===== src/rtl/frame_read_addr_gen.sv =====
// Frame read address generator: issues one DRAM read per frame word,
// bounds in-flight reads and tracks returning responses to frame end.
module frame_read_addr_gen #(
  parameter int unsigned ADDR_WIDTH      = 27,
  parameter int unsigned NUM_WORDS       = 115200,
  parameter int unsigned WORD_SHIFT      = 4,
  parameter int unsigned MAX_OUTSTANDING = 16
) (
  input  logic                               clk_in,
  input  logic                               rst_in,
  input  logic                               start_in,
  input  logic                               loop_in,
  input  logic [ADDR_WIDTH-1:0]              base_addr_in,
  output logic                               req_valid_out,
  input  logic                               req_ready_in,
  output logic [ADDR_WIDTH-1:0]              req_addr_out,
  input  logic                               resp_valid_in,
  input  logic                               resp_ready_in,
  output logic                               last_data_out,
  output logic [$clog2(NUM_WORDS+1)-1:0]     resp_index_out,
  output logic                               busy_out,
  output logic                               done_out,
  output logic                               err_out
);

  localparam int unsigned CNT_W = $clog2(NUM_WORDS + 1);
  localparam int unsigned OUT_W = $clog2(MAX_OUTSTANDING + 1);

  localparam logic [1:0] ST_IDLE  = 2'd0;
  localparam logic [1:0] ST_RUN   = 2'd1;
  localparam logic [1:0] ST_DRAIN = 2'd2;

  localparam logic [CNT_W-1:0] FRAME_LEN = CNT_W'(NUM_WORDS);
  localparam logic [CNT_W-1:0] LAST_IDX  = CNT_W'(NUM_WORDS - 1);
  localparam logic [OUT_W-1:0] OUT_MAX   = OUT_W'(MAX_OUTSTANDING);

  logic [1:0]            state_q, state_d;
  logic [CNT_W-1:0]      req_cnt_q, req_cnt_d;
  logic [CNT_W-1:0]      resp_cnt_q, resp_cnt_d;
  logic [OUT_W-1:0]      outstanding_q, outstanding_d;
  logic [ADDR_WIDTH-1:0] base_q, base_d;
  logic                  done_q, done_d;
  logic                  err_q, err_d;

  logic req_fire;
  logic resp_fire;
  logic resp_ok;
  logic frame_end;

  // Request/response channel views derived from registered state
  assign busy_out       = (state_q != ST_IDLE);
  assign req_valid_out  = (state_q == ST_RUN) && (req_cnt_q < FRAME_LEN) &&
                          (outstanding_q < OUT_MAX);
  assign req_addr_out   = base_q + (ADDR_WIDTH'(req_cnt_q) << WORD_SHIFT);
  assign last_data_out  = busy_out && (resp_cnt_q == LAST_IDX);
  assign resp_index_out = resp_cnt_q;
  assign done_out       = done_q;
  assign err_out        = err_q;

  assign req_fire  = req_valid_out && req_ready_in;
  assign resp_fire = resp_valid_in && resp_ready_in && busy_out;
  assign resp_ok   = resp_fire && (outstanding_q != '0);
  assign frame_end = resp_fire && last_data_out;

  // Next-state and counter update
  always_comb begin
    state_d       = state_q;
    req_cnt_d     = req_cnt_q;
    resp_cnt_d    = resp_cnt_q;
    outstanding_d = outstanding_q;
    base_d        = base_q;
    err_d         = err_q;
    done_d        = 1'b0;
    case (state_q)
      ST_IDLE: begin
        if (start_in) begin
          state_d       = ST_RUN;
          base_d        = base_addr_in;
          req_cnt_d     = '0;
          resp_cnt_d    = '0;
          outstanding_d = '0;
          err_d         = 1'b0;
        end
      end
      ST_RUN, ST_DRAIN: begin
        if (req_fire) begin
          req_cnt_d = req_cnt_q + CNT_W'(1);
          if (req_cnt_q == LAST_IDX) state_d = ST_DRAIN;
        end
        // A response with nothing in flight is flagged but never counted
        if (resp_fire) begin
          if (outstanding_q == '0) err_d = 1'b1;
          else                     resp_cnt_d = resp_cnt_q + CNT_W'(1);
        end
        outstanding_d = outstanding_q + OUT_W'(req_fire) - OUT_W'(resp_ok);
        if (frame_end) begin
          done_d = 1'b1;
          if (loop_in) begin
            state_d       = ST_RUN;
            req_cnt_d     = '0;
            resp_cnt_d    = '0;
            outstanding_d = '0;
          end else begin
            state_d = ST_IDLE;
          end
        end
      end
      default: state_d = ST_IDLE;
    endcase
  end

  always_ff @(posedge clk_in) begin
    if (rst_in) begin
      state_q       <= ST_IDLE;
      req_cnt_q     <= '0;
      resp_cnt_q    <= '0;
      outstanding_q <= '0;
      base_q        <= '0;
      done_q        <= 1'b0;
      err_q         <= 1'b0;
    end else begin
      state_q       <= state_d;
      req_cnt_q     <= req_cnt_d;
      resp_cnt_q    <= resp_cnt_d;
      outstanding_q <= outstanding_d;
      base_q        <= base_d;
      done_q        <= done_d;
      err_q         <= err_d;
    end
  end

endmodule

===== config.mk =====
export PLATFORM = sky130hd
export DESIGN_NAME = frame_read_addr_gen
export DESIGN_NICKNAME = d
export VERILOG_FILES = /design/src/rtl/frame_read_addr_gen.sv
export SDC_FILE = /design/constraint.sdc
export NUM_CORES = 1
export LEC_CHECK = 0
export BUFFER_PORTS_ARGS = -buffer_cell sky130_fd_sc_hd__buf_2
export CORE_ASPECT_RATIO = 0.9
export CORE_MARGIN = 10
export CORE_UTILIZATION = 39
export CTS_CLUSTER_SIZE = 24
export DETAILED_ROUTE_END_ITERATION = 8
export HOLD_SLACK_MARGIN = 0.05
export PLACE_DENSITY = 0.68
export SLEW_MARGIN = 25
export SYNTH_ARGS = -nofsm -noshare
export SYNTH_HDL_FRONTEND = slang
export SYNTH_SLANG_ARGS = --single-unit

===== constraint.sdc =====
create_clock -name clk_in -period 3.8 [get_ports clk_in]
set_input_delay 0.95 -clock clk_in [delete_from_list [all_inputs] [get_ports clk_in]]
set_output_delay 0.95 -clock clk_in [all_outputs]
set_load 0.01 [all_outputs]

# == Yosys cells after proc, flatten, opt, wreduce, memory -nomap -nowiden ==
# Cells that the tools add are included.
# op_classes
n_addsub,5
order_cmp,2
n_bitwise,1
n_reduce_logical,19
n_eq_ne,9
muxes,25
# ops
op,count
17-bit 2-to-1 mux,8
17-bit one-hot mux with 2 select lines,2
17-bit by 1-bit adder with 17-bit output (second input constant),2
17-bit equality test (second input constant),2
27-bit by 21-bit adder with 27-bit output,1
17-bit less-than comparator (second input constant),1
5-bit 2-to-1 mux,3
5-bit one-hot mux with 2 select lines,1
1-bit logical AND,8
2-bit 2-to-1 mux,4
2-bit != test (second input constant),3
3-bit != test (second input constant),2
5-bit by 1-bit adder with 5-bit output,1
5-bit zero test,1
5-bit less-than comparator (second input constant),1
1-bit 2-to-1 mux,5
5-bit nonzero test,1
5-bit by 1-bit subtractor with 5-bit output,1
2-bit one-hot mux with 2 select lines,1
2-bit AND reduction,2
4-bit AND reduction,1
2-bit nonzero test,2
2-bit OR reduction,2
3-bit AND reduction,1
5 further kinds,5
# totals
register_bits,70
word_cells,68
in_bits,34

# == Depth between registers and ports, before layout ==
# Gate-level depths: netlist (run 1).
# depth
word_depth,9
ltp_mapped,15

# == Least setup slack after synthesis (run 1) ==
# Ideal clock, no wire load.
# synth_path
path_type,reg2out
from,reg req_cnt_q[0]
to,out req_addr_out[20]
stages_incl_launch_ff,9
arrival_ns,2.258
required_ns,2.850
path_slack_ns,0.592
path_cell_list,dfxtp_1 ha_1 inv_1 fa_1 nor2b_1 o2111ai_1 a211oi_1 nor3_1 o311ai_0
# synth_between
elab_chain_len,1
# synth_lines
element,line,text
from (decl),38,"logic [CNT_W-1:0] req_cnt_q, req_cnt_d;"
from (signal assigned),123,req_cnt_q <= req_cnt_d;
27-bit by 21-bit adder with 27-bit output,54,assign req_addr_out = base_q + (ADDR_WIDTH'(req_cnt_q) << WORD_SHIFT);
to (decl),16,"output logic [ADDR_WIDTH-1:0] req_addr_out,"
# Every way passes these cells.

# == Final worst setup path (run 1) ==
# layout_path
from,reg req_cnt_q[0]
to,out req_addr_out[26]
# The elaborated chain is that of the path after synthesis.

==> results of run 1 <==
[metal layers]
layer  vias up  GRT usage (%)
met3         9          3.104
met2        83          23.83
met5         -              0
met4         0          6.039
met1      1843          18.68
li1       1999              -
[kinds of logic (layout without fill, tap and decap cells)]
group / count (synthesis) / in the layout
mux: 2 / 2
xor+xnor: 48 / 48
simple gates: 224 / 224
fa+ha+maj: 30 / 30
compound gates: 113 / 113
flops: 70 / 70
buf+inv: 50 / 126
[area by class of cell]
cell class	instances	share of cell area, %
Clock buffer	9	4.405
Clock inverter	7	2.839
Inverter	24	1.762
Multi-Input combinational cell	417	51.69
Sequential cell	70	27.44
Tap cell	133	3.255
Timing Repair Buffer	86	8.615
[state kept, by name, summed over array words and instances (netlist names)]
name and cells:
err_out 1, outstanding_q 5, resp_index_out 17, state_q 2, req_cnt_q 17, base_q 27
done_out 1
[how the worst max path moves through the flow]
| stage | start | endpoint | slack [ns] |
|---|---|---|---|
| final | req_cnt_q[0] | req_addr_out[26] | 0.13 |
| after global routing | req_cnt_q[0] | req_addr_out[22] | -0.05 |
| after CTS | req_cnt_q[0] | req_addr_out[26] | 0.05 |
| after detailed placement | req_cnt_q[0] | req_addr_out[26] | 0.17 |
| after global placement | req_cnt_q[0] | req_addr_out[26] | 0.26 |
| after floorplan | req_cnt_q[0] | req_addr_out[20] | 0.59 |
[where the power goes]
part	internal [uW]	total [uW]	leakage, uW	switching, uW
logic	154	419	0.00146	265
registers	781	819	0.000569	38.2
clock network	711	1050	0.000176	337
[tightest hold or removal path: cells and delay by family, from the launching register on]
family,cells,cell delay (ns)
flip-flops,1,0.30
AND/OR/NAND/NOR,1,0.05
AO/OA/AOI/OAI,1,0.05
[what timing repair did]
item	in CTS	in global routing
buffers inserted	1	1
endpoints found under the setup margin	2	5
resized for setup	4	5
hold buffers	0	0
pin swaps	1	2
[cells in the final DEF (no fill, tap or decap), types with 4 or more instances in the layout]
cell type and count:
sky130_fd_sc_hd__buf_2 82, sky130_fd_sc_hd__a211oi_1 5, sky130_fd_sc_hd__nand4_1 11, sky130_fd_sc_hd__nor2_1 55, sky130_fd_sc_hd__nand2b_1 5, sky130_fd_sc_hd__nor3_1 5
sky130_fd_sc_hd__xnor2_1 28, sky130_fd_sc_hd__inv_1 24, sky130_fd_sc_hd__nand3_1 22, sky130_fd_sc_hd__and3_1 10, sky130_fd_sc_hd__a31oi_1 4, sky130_fd_sc_hd__o21ai_0 14
sky130_fd_sc_hd__nor2b_1 4, sky130_fd_sc_hd__clkbuf_16 9, sky130_fd_sc_hd__a21o_1 8, sky130_fd_sc_hd__o21bai_1 4, sky130_fd_sc_hd__ha_1 28, sky130_fd_sc_hd__nand2_1 81
sky130_fd_sc_hd__dfxtp_1 69, sky130_fd_sc_hd__or3_1 6, sky130_fd_sc_hd__a21oi_1 53, sky130_fd_sc_hd__bufinv_16 4, sky130_fd_sc_hd__buf_4 4, sky130_fd_sc_hd__xor2_1 20
[metrics by stage]
step | hold slack [ns] | total power, uW | TNS, ns
after floorplan | 0.4367 | 1127 | 0
after global placement | 0.4381 | 1243 | 0
after detailed placement | 0.4467 | 1255 | 0
after CTS | 0.4550 | 2310 | 0
after global routing | 0.4746 | 2392 | -0.1032
final | 0.4517 | 2286 | 0
==> summary.md, run 1 <==
| Metric | Value |
|---|---|
| Post-Place Cell Area | `around 4700 um2` |
| GRT overflow | `0` |
| Antenna violations before repair | `0` |
| Total detailed-routing wirelength | `about 11 mm` |
| Final slew viol count | `0` |
| Highest layer used for signal routing | `met4` |
| Placed wire-length estimate after detailed placement | `roughly 8.5 mm` |
| Number of sinks driven by the clock tree | `70` |
| Via count of the first global-routing pass | `3,784` |
| Number of nets produced by synthesis | `around 600` |
| Share of synthesized flip-flops with an asynchronous set or reset | `0%` |
| R2R depth | `14` |
| Clock root buffer | `sky130_fd_sc_hd__clkbuf_16` |
| Post-route DRC violation count | `0` |
| Area used by multi-input combinational logic | `approximately 2600 um2` |
| Detailed-route vias per instance | `approximately 5.3` |
| Synth Flop Type | `sky130_fd_sc_hd__dfxtp_1` |
| Power per standard cell area | `approximately 450 nW/um2` |
| Compound-gate portion of the synthesized area | `between 15 and 20%` |
| Number of cells in the finished layout apart from fillers | `746` |
| Post-Syn Area | `approximately 4200 um2` |
| Critical path, cell by cell | `ha_1 > inv_1 > fa_1 > nor2b_2 > o2111ai_2 > a211oi_2 > o311ai_2 > a21oi_2 > xor2_1 > buf_2` |
| Cell count after placement | `between 700 and 800` |
| FF+latch area | `roughly 1400 um2` |
| Area share of and/or/nand/nor cells after synthesis | `approximately 25%` |
| Minimum period implied by the final worst setup slack | `3.672 ns` |
| Syn Inst Count | `between 500 and 600` |
| Number of buffers added by the clock tree synthesis step | `9` |
| Cell taking the most area after synthesis | `sky130_fd_sc_hd__dfxtp_1` |
| Total Routing Usage GR | `between 10% and 20%` |
| Die Area | `around 15,000 um2` |
| Number of DRC markers in iteration 0 | `roughly 320` |
| Critical path fanouts, max | `5` |
| Y dimension of the die | `between 100 and 150 um` |
| Fillcell total | `between 1,000 and 1,500` |
| Share of synthesized area spent on multiplexers | `0.4720%` |
| PortBufs | `between 80 and 90` |
| Top-level I/O count | `83` |
| Layout Nets | `672` |
| PnR worst setup slack | `0.1281 ns` |
| Clock insertion delay at the later pin of the skew report | `approximately 0.33 ns` |
| Setup repair after global routing missed its margin | `yes` |
| Worst min-delay path endpoint | `base_q[3]` |
| Delay contributed by the slowest stage of the critical path | `roughly 0.4 ns` |
| Fraction of the cycle the final worst path needs | `96.63%` |
| Least-Margin Pin Slew | `0.6677 ns` |
| Die extent in x | `approximately 130 um` |
| Layout Skew | `0.01007 ns` |
| Met3 wirelength from detailed routing | `roughly 590 um` |
| Clock transition at path regs | `about 0.060 ns` |
| Count of flip-flops with a built-in enable after synthesis | `0` |
| Met1 Wirelength | `5.155 mm` |
| Library cells used by synthesis | `57` |
| Detailed-route via count | `about 3,900` |
| CTS H-tree depth | `3` |
| Parity-gate share of the synthesized area counting xor and xnor cells | `under 10%` |
| Crit end category | `output pin` |
| Hold Path Class | `flop to flop` |
| Area share of the largest cell type after synthesis | `33.04%` |
| Layout Area Growth over Synthesis | `20.53%` |
| Synth Register Bits | `70` |
| Relative slew slack | `55.49%` |
| CTS tree | `yes` |
| Detailed-routing iteration count for the pre-antenna-repair pass | `4` |
| Critical R2R Launch | `req_cnt_q[10]` |
| Top-count cell post-synth | `sky130_fd_sc_hd__nand2_1` |
| Post-synthesis area per instance | `just under 8 um2` |
| Adder-cell share of the synthesized area | `a little under a tenth` |
| IR Drop Worst-Case VDD | `about 0.00020 V` |
| Starting Density | `between 30% and 40%` |
| Final setup viols | `0` |
| Startpoint Class | `flop` |
| Final hold vios | `0` |
| First-pass GRT wire length | `18.82 mm` |
| Standard-cell rows | `36` |
| Finished layout cell area | `5112 um2` |
| Largest family of logic cells by synthesized area | `simple AND/OR/NAND/NOR gates` |
| Final Wtd Congestion | `0.8760` |
| P_leak | `around 0.0022 uW` |
| Worst EP required | `about 2.9 ns` |
| Synth warnings | `0` |
| Sequential cell area fraction in the yosys report | `around a third` |
| Register-to-register path setup slack | `between 0.4 and 0.5 ns` |
| Top cells by instance count after synthesis | `sky130_fd_sc_hd__nand2_1, sky130_fd_sc_hd__dfxtp_1, sky130_fd_sc_hd__nor2_1` |
| CP delay by family, top | `compound AO/OA/AOI/OAI gates` |
| Routed length per placed instance | `around 15 um` |
| Placement Setup Slack | `0.1678 ns` |
| Fraction of final layout cells with drive strength greater than 1 | `approximately a fifth` |
| Post-layout util | `47.69%` |
| Max-cap viol count | `0` |
| Reg-to-Reg End | `outstanding_q[4]` |
| Diode insertion count for antenna repair | `0` |
| Count of buffering cells on the critical path with inverters included | `2` |
| Wire length on met2 | `approximately 5.4 mm` |
| Run status | `complete, no violations` |
| Fmax | `~0.27 GHz` |
| WHS Path Cells | `2` |
| Max stage delay cell, worst path | `sky130_fd_sc_hd__fa_1` |
| Arrival time worst endpoint | `2.72 ns` |
| Logic depth of the worst setup path including buffers | `10` |
| Largest cells by area after synthesis | `sky130_fd_sc_hd__dfxtp_1, sky130_fd_sc_hd__ha_1, sky130_fd_sc_hd__nand2_1` |
| Antenna violation net count after detailed routing | `0` |
| Core footprint | `between 10,000 and 15,000 um2` |
| Setup Crit Path Kind | `flop to output pin` |
| Clock Tree Buf Depth | `2` |
| Maximum number of pins on one net before global-route repair | `34` |
| Hold Crit Start | `base_q[3]` |
Note: power is estimated with default switching activity, not from simulation.
==> run 2, diff against run 1 <==
CORE_UTILIZATION = 56   (was 39)
PLACE_DENSITY = 0.89   (was 0.68)
==> run 2 against run 1 <==
  * Combinational power grew 2%
  * Global-route usage up 4.5 points
  * Clock power fell by 35%
  * Die area shrank 26%
  * Fmax decreased by 1.6%
  * Sequential power about the same
  * Sequential share of layout area grew 1.3 points
  * First-iteration DRC count is 13% lower
  * Largest cell class unchanged
==> summary.md, run 2 (synthesis gave the netlist of run 1 again) <==
| Metric | Value |
|---|---|
| Layout Area Growth over Synthesis | `15.25%` |
| P_leak | `0.002123 uW (-3.7%)` |
| Layout Nets | `670 (-0.30%)` |
| PortBufs | `82 (unchanged)` |
| Hold buffer count at cts | `0 (unchanged)` |
| Beginning of the critical path | `req_cnt_q[0]` |
| Final slew viol count | `0 (unchanged)` |
| Area used by multi-input combinational logic | `2629 um2 (-0.52%)` |
| Antenna violations before repair | `0 (unchanged)` |
| Total power | `1930 uW (-16%)` |
| Final Wtd Congestion | `0.8797 (+0.42%)` |
| Number of buffers added by the clock tree synthesis step | `9 (unchanged)` |
| Detailed-route via count | `4,109 (+4.4%)` |
| CTS H-tree depth | `3 (unchanged)` |
| Max stage delay cell, worst path | `sky130_fd_sc_hd__fa_1` |
| Post-Place Cell Area | `4646 um2 (-0.99%)` |
| TNS Setup | `0 ns (unchanged)` |
| Startpoint Class | `flop` |
| GRT overflow | `0 (unchanged)` |
| Hold Path Class | `flop to flop` |
| Y dimension of the die | `102.6 um (-14%)` |
| Total detailed-routing wirelength | `11.35 mm (+1.2%)` |
| Clock insertion delay at the later pin of the skew report | `0.36 ns (+0.03 ns)` |
| Highest-count cells in the layout ignoring fill and taps | `sky130_fd_sc_hd__nand2_1, sky130_fd_sc_hd__buf_2, sky130_fd_sc_hd__dfxtp_1` |
| Diode insertion count for antenna repair | `0 (unchanged)` |
| CTS tree | `yes` |
| Finished layout cell area | `4888 um2 (-4.4%)` |
| Detailed-route vias per instance | `5.812 (+10%)` |
| Fraction of final layout cells with drive strength greater than 1 | `18.66% (-0.75 points)` |
| Least-Margin Pin Slew | `1.053 ns (+0.3848 ns)` |
| Minimum period implied by the final worst setup slack | `3.731 ns (+0.05876 ns)` |
| Critical R2R Launch | `req_cnt_q[10]` |
| Placed wire-length estimate after detailed placement | `8.352 mm (-1.2%)` |
| Register-to-register path setup slack | `0.38 ns (-0.11 ns)` |
| Clock transition at path regs | `0.08 ns (+0.02 ns)` |
| Logic depth of the worst setup path including buffers | `10 (unchanged)` |
| Crit end category | `output pin` |
| Setup Crit Path Kind | `flop to output pin` |
| Top-level I/O count | `83 (unchanged)` |
| Antenna violation net count after detailed routing | `0 (unchanged)` |
| Layout Skew | `0.009723 ns (-0.0003497 ns)` |
| Number of flip-flops in the largest register | `27 (unchanged)` |
| Maximum number of pins on one net before global-route repair | `34 (unchanged)` |
| Relative slew slack | `29.66% (-26 points)` |
| Run status | `complete, no violations` |
| Global routing usage on met2 | `33.93% (+10 points)` |
| Die extent in x | `111.7 um (-14%)` |
| Count of buffering cells on the critical path with inverters included | `2 (unchanged)` |
| Clock Tree Buf Depth | `2 (unchanged)` |
| Delay contributed by the slowest stage of the critical path | `0.41 ns (about the same)` |
| First-pass GRT wire length | `18.62 mm (-1.1%)` |
| Total Routing Usage GR | `19.27% (+4.5 points)` |
| Met1 GRT Util | `22.26% (+3.6 points)` |
| FF+latch area | `1403 um2 (unchanged)` |
| Standard-cell rows | `30 (-17%)` |
| Setup repair after global routing missed its margin | `yes` |
| Clock root buffer | `sky130_fd_sc_hd__clkbuf_8` |
| Fillcell total | `647 (-40%)` |
| CP delay by family, top | `compound AO/OA/AOI/OAI gates` |
| Number of DRC markers in iteration 0 | `278 (-13%)` |
| Register with the highest flop count | `base_q` |
| Number of sinks driven by the clock tree | `70 (unchanged)` |
| Met3 Usage GRT | `4.014% (+0.91 points)` |
| Critical path, cell by cell | `ha_1 > inv_1 > fa_1 > nor2b_2 > o2111ai_2 > a211oi_2 > o311ai_0 > a21oi_1 > xor2_1 > buf_2` |
| Final setup viols | `0 (unchanged)` |
| Most used routing layer | `met2` |
| Starting Density | `56.78% (+17 points)` |
| Fmax | `0.2680 GHz (-1.6%)` |
| Capture point of the critical path | `req_addr_out[26]` |
| IR Drop Worst-Case VDD | `0.0002087 V (+4.9%)` |
| Fraction of the cycle the final worst path needs | `98.18% (+1.5 points)` |
| Core footprint | `7470 um2 (-30%)` |
| Worst EP required | `2.85 ns (about the same)` |
| Routed length per placed instance | `16.05 um (+6.8%)` |
| Post-route DRC violation count | `0 (unchanged)` |
| Max-cap viol count | `0 (unchanged)` |
| Detailed-routing iteration count for the pre-antenna-repair pass | `4 (unchanged)` |
| Via count of the first global-routing pass | `4,001 (+5.7%)` |
| Power per standard cell area | `394.7 nW/um2 (-12%)` |
| Critical path fanouts, max | `5 (unchanged)` |
| Reg-to-Reg End | `outstanding_q[4]` |
| Final hold vios | `0 (unchanged)` |
| Die Area | `11,460 um2 (-26%)` |
| Arrival time worst endpoint | `2.78 ns (+0.06 ns)` |
| R2R depth | `14 (unchanged)` |
run 2: per-layer routing:
| metal | routed length (um) | vias to the layer above | part of all wire [%] |
|---|---|---|---|
| met3 | 700 | 27 | 6.2 |
| li1 | - | 2004 | - |
| met2 | 5596 | 125 | 49 |
| met4 | 287 | 0 | 2.5 |
| met1 | 4761 | 1953 | 42 |
| met5 | 0 | - | 0 |
run 2: layout make-up:
class | count | area share [%]
clock buffer | 9 | 2.534
clock inverter | 7 | 1.996
inverter | 24 | 1.843
multi-input combinational | 417 | 53.78
sequential | 70 | 28.69
tap | 96 | 2.457
timing repair buffer | 84 | 8.702
run 2: metrics by stage:
stage	setup WS (ns)	hold WS, ns	utilization, %	std cells
final	0.06933	0.4526	65.44	707
after global routing	-0.08801	0.4798	65.44	707
after CTS	0.05012	0.4551	65.39	707
after detailed placement	0.2913	0.4441	62.19	691
after global placement	0.3253	0.4378	62.19	691
after floorplan	0.5919	0.4367	-	537
run 2: power by group:
| part | internal [uW] | leakage, uW | switching [uW] |
|---|---|---|---|
| logic | 154 | 0.00145 | 272 |
| registers | 779 | 0.000569 | 38.3 |
| clock network | 372 | 0.000106 | 314 |
run 2: worst min path at each step:
stage	slack, ns	start	endpoint	cells past startpoint
2_1_floorplan	0.44	base_q[0]	base_q[0]	2
5_1_grt	0.48	base_q[2]	base_q[2]	2
3_3_place_gp	0.44	base_q[3]	base_q[3]	2
4_1_cts	0.46	base_q[3]	base_q[3]	2
3_5_place_dp	0.44	base_q[3]	base_q[3]	2
6_report	0.45	base_q[3]	base_q[3]	2
run 2: repair_timing:
action / 4_1_cts / 5_1_grt
resized for setup: 4 / 3
setup buffers: 0 / 0
setup endpoints to repair: 3 / 6
run 2: worst reg2reg max path, stage by stage (launching register included):
cell	delay, ns
sky130_fd_sc_hd__dfxtp_1	0.37
sky130_fd_sc_hd__or4_1	0.58
sky130_fd_sc_hd__o21bai_2	0.25
sky130_fd_sc_hd__nand2_1	0.11
sky130_fd_sc_hd__ha_1	0.30
sky130_fd_sc_hd__inv_1	0.06
sky130_fd_sc_hd__ha_1	0.17
sky130_fd_sc_hd__inv_1	0.06
sky130_fd_sc_hd__fa_1	0.37
sky130_fd_sc_hd__nand2b_1	0.18
sky130_fd_sc_hd__a21oi_1	0.15
sky130_fd_sc_hd__nor2_1	0.06
sky130_fd_sc_hd__xnor2_1	0.14
sky130_fd_sc_hd__a311o_1	0.28
sky130_fd_sc_hd__a311oi_1	0.26
==> run 3, diff against run 2 <==
CORE_UTILIZATION = 60   (was 56)
PLACE_DENSITY = 0.94   (was 0.89)
clock period = 4.8 ns   (was 3.8 ns; I/O delays follow)
==> run 3 against run 2 <==
  * Via count down 1.6%
  * Register-to-register slack improved by 1.0 ns
  * Final cell count shrank 0.71%
  * Total power decreased by 27%
==> summary.md, run 3 (synthesis gave the netlist of run 1 again) <==
| Metric | Value |
|---|---|
| Run status | `complete, no violations` |
| PortBufs | `82 (unchanged)` |
| Antenna violation net count after detailed routing | `0 (unchanged)` |
| Crit end category | `output pin` |
| Register with the highest flop count | `base_q` |
| Layout Skew | `0.008785 ns (-0.0009383 ns)` |
| Die extent in x | `108.6 um (-2.8%)` |
| Final hold vios | `0 (unchanged)` |
| Number of buffers added by the clock tree synthesis step | `9 (unchanged)` |
| Routed length per placed instance | `15.74 um (-1.9%)` |
| Delay contributed by the slowest stage of the critical path | `0.42 ns (about the same)` |
| Clock Tree Buf Depth | `2 (unchanged)` |
| Hold buffer count at cts | `0 (unchanged)` |
| Fmax | `about 0.23 GHz` |
| Arrival time worst endpoint | `3.06 ns (+0.28 ns)` |
| Power per standard cell area | `291.9 nW/um2 (-26%)` |
| Total detailed-routing wirelength | `11.05 mm (-2.6%)` |
| Fraction of final layout cells with drive strength greater than 1 | `17.57% (-1.1 points)` |
| Register-to-register path setup slack | `1.43 ns (+1.05 ns)` |
| Critical path fanouts, max | `5 (unchanged)` |
| Clock transition at path regs | `0.08 ns (about the same)` |
| Max stage delay cell, worst path | `sky130_fd_sc_hd__dfxtp_1` |
| Top-level I/O count | `83 (unchanged)` |
| Via count of the first global-routing pass | `4,086 (+2.1%)` |
| R2R depth | `14 (unchanged)` |
| Die Area | `10,840 um2 (-5.4%)` |
| CP delay by family, top | `compound AO/OA/AOI/OAI gates` |
| TNS Setup | `0 ns (unchanged)` |
| Clock insertion delay at the later pin of the skew report | `0.35 ns (about the same)` |
| Number of flip-flops in the largest register | `27 (unchanged)` |
| Hold Crit Start | `base_q[3]` |
| Clock root buffer | `sky130_fd_sc_hd__clkbuf_8` |
| GRT overflow | `0 (unchanged)` |
| Critical R2R Launch | `req_cnt_q[10]` |
| Fillcell total | `571 (-12%)` |
| Final Wtd Congestion | `0.8948 (+1.7%)` |
| Number of sinks driven by the clock tree | `70 (unchanged)` |
| Count of buffering cells on the critical path with inverters included | `2 (unchanged)` |
| Diode insertion count for antenna repair | `0 (unchanged)` |
| Standard-cell rows | `29 (-3.3%)` |
| CTS tree | `yes` |
| Detailed-route vias per instance | `5.761 (-0.88%)` |
| Antenna violations before repair | `0 (unchanged)` |
| Total Routing Usage GR | `20.54% (+1.3 points)` |
| Number of buffers inserted to repair setup after CTS | `0 (unchanged)` |
| Final setup viols | `0 (unchanged)` |
| Startpoint Class | `flop` |
| Max-cap viol count | `0 (unchanged)` |
| CTS H-tree depth | `3 (unchanged)` |
| Starting Density | `60.88% (+4.1 points)` |
| Post-route DRC violation count | `0 (unchanged)` |
| CTS resizes | `0 (-4)` |
| Fraction of the cycle the final worst path needs | `between 80% and 90%` |
| Detailed-route via count | `4,044 (-1.6%)` |
| Cell count after placement | `687 (-0.58%)` |
| Layout Area Growth over Synthesis | `13.39%` |
| Least-Margin Pin Slew | `0.9951 ns (-0.05744 ns)` |
| Critical path, cell by cell | `ha_1 > inv_1 > fa_1 > nor2b_1 > o2111ai_1 > a211oi_1 > o311ai_0 > a21oi_1 > xor2_1 > buf_2` |
| Number of DRC markers in iteration 0 | `202 (-27%)` |
| WHS Path Cells | `2 (unchanged)` |
| Final slew viol count | `0 (unchanged)` |
| Highest-count cells in the layout ignoring fill and taps | `sky130_fd_sc_hd__nand2_1, sky130_fd_sc_hd__buf_2, sky130_fd_sc_hd__dfxtp_1` |
| Setup Crit Path Kind | `flop to output pin` |
| Minimum period implied by the final worst setup slack | `between 4 and 5 ns` |
| Beginning of the critical path | `req_cnt_q[0]` |
| IR Drop Worst-Case VDD | `0.0002076 V (-0.54%)` |
| Number of cells in the finished layout apart from fillers | `702 (-0.71%)` |
| Y dimension of the die | `99.77 um (-2.7%)` |
| Worst min-delay path endpoint | `base_q[3]` |
| First-pass GRT wire length | `18.53 mm (-0.52%)` |
| Hold Path Class | `flop to flop` |
| Layout Nets | `669 (-0.15%)` |
| Reg-to-Reg End | `outstanding_q[4]` |
| Core footprint | `6967 um2 (-6.7%)` |
| Placed wire-length estimate after detailed placement | `8.336 mm (-0.19%)` |
| Relative slew slack | `33.50% (+3.8 points)` |
| Worst EP required | `3.60 ns (+0.75 ns)` |
| P_leak | `0.002091 uW (-1.5%)` |
| Maximum number of pins on one net before global-route repair | `35 (+2.9%)` |
| Setup repair after global routing missed its margin | `no` |
| Detailed-routing iteration count for the pre-antenna-repair pass | `4 (unchanged)` |
run 3: tightest hold or removal path: cells and delay by family, from the launching register on:
family,cells,cell delay [ns]
flip-flops,1,0.31
AND/OR/NAND/NOR,1,0.05
AO/OA/AOI/OAI,1,0.05
run 3: routing by layer:
metal / routed length, um / vias to the layer above / track usage [%]
met5: 0 / - / 0
met4: 233 / 0 / 7.092
met3: 783 / 21 / 5.882
met2: 5444 / 142 / 35.85
met1: 4584 / 1886 / 23.32
li1: - / 1995 / -
run 3: final cells by class:
class	instances	area, um2	share of cell area, %
clock buffer	10	137.6	2.862
clock inverter	5	36.28	0.7544
inverter	24	90.09	1.873
multi-input combinational	417	2610	54.27
sequential	70	1401	29.14
tap	93	116.4	2.419
timing repair buffer	83	417.9	8.689
run 3: worst max-delay path by stage:
| stage | to | cells past startpoint |
|---|---|---|
| finish | req_addr_out[26] | 10 |
| global route | req_addr_out[26] | 10 |
| CTS | req_addr_out[26] | 10 |
| detailed placement | req_addr_out[26] | 10 |
| global placement | req_addr_out[26] | 10 |
| floorplan | req_addr_out[20] | 8 |
run 3: power by group:
| part | total, uW | switching (uW) | leakage [uW] | internal (uW) |
|---|---|---|---|---|
| Combinational | 330 | 210 | 0.00144 | 121 |
| Sequential | 646 | 29.2 | 0.000568 | 617 |
| Clock | 427 | 229 | 0.0000804 | 198 |
run 3: through the flow:
stage / total power [uW] / hold WS, ns / instance area [um2] / setup slack, ns / util (%)
finish: 1404 / 0.4533 / 4810 / 0.5395 / 69.04
detailed placement: 987.7 / 0.4473 / 4634 / 1.034 / 66.52
floorplan: 892.6 / 0.4367 / 4242 / 1.342 / -
global route: 1471 / 0.4664 / 4810 / 0.4014 / 69.04
CTS: 1408 / 0.4583 / 4808 / 0.6178 / 69.02
global placement: 972.0 / 0.4381 / 4634 / 1.074 / 66.52
